### src/rtl/mem_arbiter.sv
// Two-requester round-robin arbiter that sequences one transaction at a time
// onto an external 4x3 latch memory through a SETUP/STROBE/HOLD/RESP cycle.
module mem_arbiter (
    input  logic       CLK,
    input  logic       RST,
    input  logic       REQ0,
    input  logic       REQ1,
    input  logic       WR0,
    input  logic       WR1,
    input  logic [1:0] ADDR0,
    input  logic [1:0] ADDR1,
    input  logic [2:0] WDATA0,
    input  logic [2:0] WDATA1,
    output logic       ACK0,
    output logic       ACK1,
    output logic [2:0] RDATA0,
    output logic [2:0] RDATA1,
    output logic [1:0] MSEL,
    output logic [2:0] MD,
    output logic       ME,
    input  logic [2:0] MQ,
    output logic       BUSY,
    output logic       OWNER
);

    typedef enum logic [2:0] {
        IDLE   = 3'd0,
        SETUP  = 3'd1,
        STROBE = 3'd2,
        HOLD   = 3'd3,
        RESP   = 3'd4
    } state_t;

    state_t     state_q, state_d;
    logic       last_q, last_d;
    logic       owner_q, owner_d;
    logic       wr_q, wr_d;
    logic [1:0] msel_q, msel_d;
    logic [2:0] md_q, md_d;
    logic       me_q, me_d;
    logic       ack0_q, ack0_d;
    logic       ack1_q, ack1_d;
    logic [2:0] rdata0_q, rdata0_d;
    logic [2:0] rdata1_q, rdata1_d;
    logic       busy_q, busy_d;
    logic       grant;

    always_ff @(posedge CLK or posedge RST) begin
        if (RST) begin
            state_q  <= IDLE;
            last_q   <= 1'b1;
            owner_q  <= 1'b0;
            wr_q     <= 1'b0;
            msel_q   <= 2'd0;
            md_q     <= 3'd0;
            me_q     <= 1'b0;
            ack0_q   <= 1'b0;
            ack1_q   <= 1'b0;
            rdata0_q <= 3'd0;
            rdata1_q <= 3'd0;
            busy_q   <= 1'b0;
        end else begin
            state_q  <= state_d;
            last_q   <= last_d;
            owner_q  <= owner_d;
            wr_q     <= wr_d;
            msel_q   <= msel_d;
            md_q     <= md_d;
            me_q     <= me_d;
            ack0_q   <= ack0_d;
            ack1_q   <= ack1_d;
            rdata0_q <= rdata0_d;
            rdata1_q <= rdata1_d;
            busy_q   <= busy_d;
        end
    end

    // Outputs are registered, so each *_d reflects the value wanted in the
    // state being entered, not the state being left.
    always_comb begin
        state_d  = state_q;
        last_d   = last_q;
        owner_d  = owner_q;
        wr_d     = wr_q;
        msel_d   = msel_q;
        md_d     = md_q;
        me_d     = 1'b0;
        ack0_d   = 1'b0;
        ack1_d   = 1'b0;
        rdata0_d = rdata0_q;
        rdata1_d = rdata1_q;
        busy_d   = busy_q;
        grant    = (REQ0 && REQ1) ? ~last_q : REQ1;

        case (state_q)
            IDLE: begin
                if (REQ0 || REQ1) begin
                    state_d = SETUP;
                    owner_d = grant;
                    wr_d    = grant ? WR1 : WR0;
                    msel_d  = grant ? ADDR1 : ADDR0;
                    md_d    = grant ? WDATA1 : WDATA0;
                    busy_d  = 1'b1;
                end
            end
            SETUP: begin
                state_d = STROBE;
                me_d    = wr_q;
            end
            STROBE: begin
                state_d = HOLD;
            end
            HOLD: begin
                state_d = RESP;
                ack0_d  = ~owner_q;
                ack1_d  = owner_q;
                if (!wr_q) begin
                    if (owner_q) rdata1_d = MQ;
                    else         rdata0_d = MQ;
                end
            end
            RESP: begin
                state_d = IDLE;
                busy_d  = 1'b0;
                last_d  = owner_q;
            end
            default: begin
                state_d = IDLE;
                busy_d  = 1'b0;
            end
        endcase
    end

    assign ACK0   = ack0_q;
    assign ACK1   = ack1_q;
    assign RDATA0 = rdata0_q;
    assign RDATA1 = rdata1_q;
    assign MSEL   = msel_q;
    assign MD     = md_q;
    assign ME     = me_q;
    assign BUSY   = busy_q;
    assign OWNER  = owner_q;

endmodule

### config.mk
export PLATFORM = sky130hd
export DESIGN_NAME = mem_arbiter
export DESIGN_NICKNAME = d
export VERILOG_FILES = /design/src/rtl/mem_arbiter.sv
export SDC_FILE = /design/constraint.sdc
export NUM_CORES = 1
export LEC_CHECK = 0
export CORE_ASPECT_RATIO = 0.7
export CORE_MARGIN = 1.5
export CORE_UTILIZATION = 45
export DETAILED_ROUTE_END_ITERATION = 12
export PLACE_DENSITY = 0.87
export SETUP_SLACK_MARGIN = 0.02
export SYNTH_ARGS = -nofsm -noshare
export SYNTH_HDL_FRONTEND = slang
export SYNTH_SLANG_ARGS = --single-unit
### constraint.sdc
create_clock -name CLK -period 3.8 [get_ports CLK]
set_clock_uncertainty 0.15 [all_clocks]
set_input_delay 0.76 -clock CLK [delete_from_list [all_inputs] [get_ports CLK]]
set_output_delay 0.76 -clock CLK [all_outputs]
set_load 0.005 [all_outputs]
==> flow_results.xml <==
<?xml version="1.0" encoding="UTF-8"?>
<metrics>
  <group name="cells_and_area">
    <metric name="design_area" unit="um2">1269</metric>
    <metric name="drive_above_1_share" unit="%">18.27</metric>
    <metric name="layout_common_cells" unit="">clkdlybuf4s50_1, dfrtp_1, mux2_2, o21bai_1, o221a_2</metric>
    <metric name="layout.nets" unit="">124</metric>
    <metric name="fillers" unit="">136</metric>
    <metric name="n_antenna_cell" unit="">0</metric>
    <metric name="final_common_cell" unit="">clkdlybuf4s50_1</metric>
    <metric name="area_growth_from_synthesis_to_layout" unit="%">43.63</metric>
  </group>
  <group name="global_route">
    <metric name="globalRouteMet3Util" unit="%">6.129</metric>
    <metric name="use_met1" unit="%">23.88</metric>
    <metric name="groute.usage.overall" unit="%">18.95</metric>
    <metric name="grtUsageMet2" unit="%">33.63</metric>
    <metric name="number_of_global_route_vias_before_repair" unit="">628</metric>
    <metric name="largest_net_degree_at_the_start_of_global_routing" unit="">22</metric>
    <metric name="gr-total-overflow" unit="">0</metric>
    <metric name="grt_first_pass_wirelength" unit="um">3029</metric>
    <metric name="antenna_found_initial" unit="">0</metric>
    <metric name="busiest_layer" unit="">met2</metric>
  </group>
  <group name="hold_path">
    <metric name="worst_hold_endpoint" unit="">RDATA1[1]</metric>
    <metric name="min-delay-path-class" unit="">flip-flop to flip-flop</metric>
    <metric name="worst_hold_start" unit="">RDATA1[1]</metric>
    <metric name="worstHoldPathCells" unit="">1</metric>
  </group>
  <group name="drt">
    <metric name="routed-via-count" unit="">692</metric>
    <metric name="remaining_routing_drc_violations" unit="">0</metric>
    <metric name="detail-route-antenna-nets" unit="">0</metric>
    <metric name="drt-vias-per-instance" unit="">5.492</metric>
    <metric name="drtIter0Drc" unit="">22</metric>
    <metric name="aggregate_routed_wire_length" unit="um">1940</metric>
    <metric name="detailedRoute.firstPassIterationCount" unit="">4</metric>
    <metric name="routed_wire_length_per_instance" unit="um">15.40</metric>
  </group>
  <group name="timing">
    <metric name="fin_setup_tns" unit="ps">0</metric>
    <metric name="layout_worst_path_cycle_share" unit="%">58.07</metric>
    <metric name="final.hold.worst_slack" unit="ps">364.6</metric>
    <metric name="post-route-min-period" unit="ps">2207</metric>
    <metric name="final-hold-violation-count" unit="">0</metric>
    <metric name="worst-slew-pin-transition" unit="ps">785.6</metric>
    <metric name="timing.final.max_slew_violations" unit="">0</metric>
    <metric name="count_of_final_setup_violators" unit="">0</metric>
    <metric name="rsz_0062_raised_after_global_routing" unit="">no</metric>
    <metric name="max_freq" unit="MHz">453.2</metric>
    <metric name="headroom_to_the_max_slew_limit" unit="%">47.57</metric>
    <metric name="finalWorstSetupSlack" unit="ps">1593</metric>
  </group>
  <group name="worst_setup_path">
    <metric name="critPathMaxFanout" unit="">7</metric>
    <metric name="critical-path-slowest-cell" unit="">clkdlybuf4s50_1</metric>
    <metric name="worst-endpoint-arrival" unit="ps">1300</metric>
    <metric name="number_of_logic_stages_on_the_critical_path_including_buffering" unit="">1</metric>
    <metric name="worst-r2r-cell-count" unit="">3</metric>
    <metric name="worst_setup_path_end_kind" unit="">primary output</metric>
    <metric name="path_delay_family" unit="">buffers and inverters</metric>
    <metric name="startpoint_of_the_worst_slack_reg_to_reg_timing_path" unit="">state_q[0]</metric>
    <metric name="r2r-end" unit="">RDATA0[1]</metric>
    <metric name="critPathBufInv" unit="">1</metric>
    <metric name="critical_path.max_stage_delay" unit="ps">530</metric>
    <metric name="worst_ep_required_time" unit="ps">2890</metric>
    <metric name="sort_of_element_at_the_start_of_the_critical_path" unit="">flip-flop</metric>
    <metric name="cp_cell_sequence" unit="">clkdlybuf4s50_1</metric>
    <metric name="r2r_slack" unit="ps">2150</metric>
    <metric name="criticalPathCategory" unit="">flip-flop to primary output</metric>
  </group>
  <group name="flow_run">
    <metric name="max_cap_violations" unit="">0</metric>
  </group>
  <group name="synthesis">
    <metric name="synth.yosys.seq_area_share" unit="%">59.63</metric>
    <metric name="synth_area_leaders" unit="">dfrtp_1, mux2_2, o221a_2</metric>
    <metric name="synth_largest_area_cell" unit="">dfrtp_1</metric>
    <metric name="synth_cells" unit="">68</metric>
    <metric name="synthesis.nets" unit="">87</metric>
    <metric name="yosysTopAreaCellShare" unit="%">56.66</metric>
    <metric name="ys_warn_count" unit="">0</metric>
    <metric name="postSynthRegisterBits" unit="">21</metric>
    <metric name="syn_area" unit="um2">883.3</metric>
    <metric name="syn-mean-instance-area" unit="um2">12.99</metric>
    <metric name="post_synth_num_cell_types" unit="">26</metric>
  </group>
  <group name="clocking">
    <metric name="clock_latency_on_the_worst_skew_pair" unit="ps">300</metric>
    <metric name="htreeDepth" unit="">1</metric>
    <metric name="cts.clk_slew.worst_paths" unit="ps">110</metric>
    <metric name="cts.sink_count" unit="">21</metric>
    <metric name="cts_setup_buffers" unit="">0</metric>
    <metric name="clockRootBuffer" unit="">clkbuf_4</metric>
    <metric name="clock_buffers_created_by_tritoncts" unit="">3</metric>
    <metric name="clock_tree.buffer_depth" unit="">2</metric>
    <metric name="tritoncts" unit="">built</metric>
    <metric name="cts_stage_hold_buffer_count" unit="">0</metric>
    <metric name="cts_resizes" unit="">0</metric>
  </group>
  <group name="placement">
    <metric name="place_ws" unit="ps">1616</metric>
    <metric name="dpl-instance-area" unit="um2">1242</metric>
    <metric name="port-buffer-count" unit="">34</metric>
    <metric name="gp_congestion" unit="">0.7002</metric>
    <metric name="dp_hpwl" unit="um">1478</metric>
  </group>
  <group name="die">
    <metric name="core.rowCount" unit="">13</metric>
    <metric name="die-width" unit="um">55.96</metric>
    <metric name="dieHeight" unit="um">40.07</metric>
    <metric name="fp.dieArea" unit="um2">2242</metric>
    <metric name="initial_utilization" unit="%">47.64</metric>
    <metric name="core_region_area" unit="um2">1854</metric>
    <metric name="number_of_ports_placed_on_the_die_boundary" unit="">35</metric>
  </group>
  <group name="pwr">
    <metric name="power.ir.vdd_worst" unit="uV">506.3</metric>
    <metric name="power_density" unit="nW/um2">749.7</metric>
    <metric name="leakagePower" unit="nW">0.5250</metric>
  </group>
  <group name="run_status">
    <metric name="run_status" unit="">finished clean</metric>
  </group>
</metrics>
[through the flow]
stage | instances | power [mW] | util [%]
after global placement | 122 | 0.8351 | 67.00
after global routing | 126 | 1.019 | 68.42
final | 126 | 0.9512 | 68.42
after floorplan | 68 | 0.6306 | -
after CTS | 126 | 0.9590 | 68.42
after detailed placement | 122 | 0.8514 | 67.00
[how the worst max path moves through the flow]
stage                  to  slack (ps)  startpoint
floorplan           MD[0]        2280        REQ1
global route        OWNER        1500       OWNER
CTS                 OWNER        1570       OWNER
detailed placement  MD[2]        1620        REQ1
global placement    MD[0]        1660        REQ1
finish              OWNER        1590       OWNER
[cell type report]
| class | instances | area [um2] | area share (%) |
|---|---|---|---|
| inverters | 2 | 7.507 | 0.5917 |
| well taps | 22 | 27.53 | 2.170 |
| clock buffers | 4 | 26.28 | 2.071 |
| multi-input cells | 43 | 340.3 | 26.82 |
| flip-flops and latches | 21 | 526.8 | 41.52 |
| repair buffers | 34 | 340.3 | 26.82 |
[state kept, by name, summed over array words and instances, names as in the netlist]
| register | flops |
|---|---|
| ACK1 | 1 |
| MSEL | 2 |
| OWNER | 1 |
| ME | 1 |
| state_q | 3 |
| RDATA1 | 3 |
| ACK0 | 1 |
| last_q | 1 |
| MD | 3 |
| wr_q | 1 |
| BUSY | 1 |
| RDATA0 | 3 |
[metal layers]
layer	vias up	wire length [um]
met4	0	30
met1	339	880
met5	-	0
met2	23	946
li1	322	-
met3	8	83
[Yosys cell counts, drive strengths merged]
library cell / instances
dfrtp: 20
mux2: 7
o21bai: 6
o221a: 6
nor2: 3
nor3: 3
inv: 2
nand2: 2
nand3: 2
nor2b: 2
a21oi: 1
and2: 1
and3: 1
and3b: 1
and4bb: 1
buf: 1
clkbuf: 1
dfstp: 1
nand2b: 1
nand4b: 1
nor4b: 1
o21a: 1
o21ai: 1
or3: 1
xnor2: 1
[power breakdown]
| group | internal, mW | leakage (nW) | switching, mW | total (mW) |
|---|---|---|---|---|
| logic | 0.287 | 0.262 | 0.139 | 0.425 |
| clock network | 0.0409 | 0.0150 | 0.0649 | 0.106 |
| registers | 0.333 | 0.249 | 0.0869 | 0.420 |
[logic make-up (layout without fill, tap and decap cells)]
| kind of cell | Yosys count | after routing | share of synthesized area, % |
|---|---|---|---|
| AO/OA/AOI/OAI | 15 | 15 | 14.73 |
| XOR/XNOR | 1 | 1 | 0.9917 |
| buffers and inverters | 4 | 40 | 1.841 |
| flip-flops | 21 | 21 | 59.63 |
| multiplexers | 7 | 7 | 8.924 |
| AND/OR/NAND/NOR | 20 | 20 | 13.88 |
No activity file was read; power rests on OpenSTA's default activity.
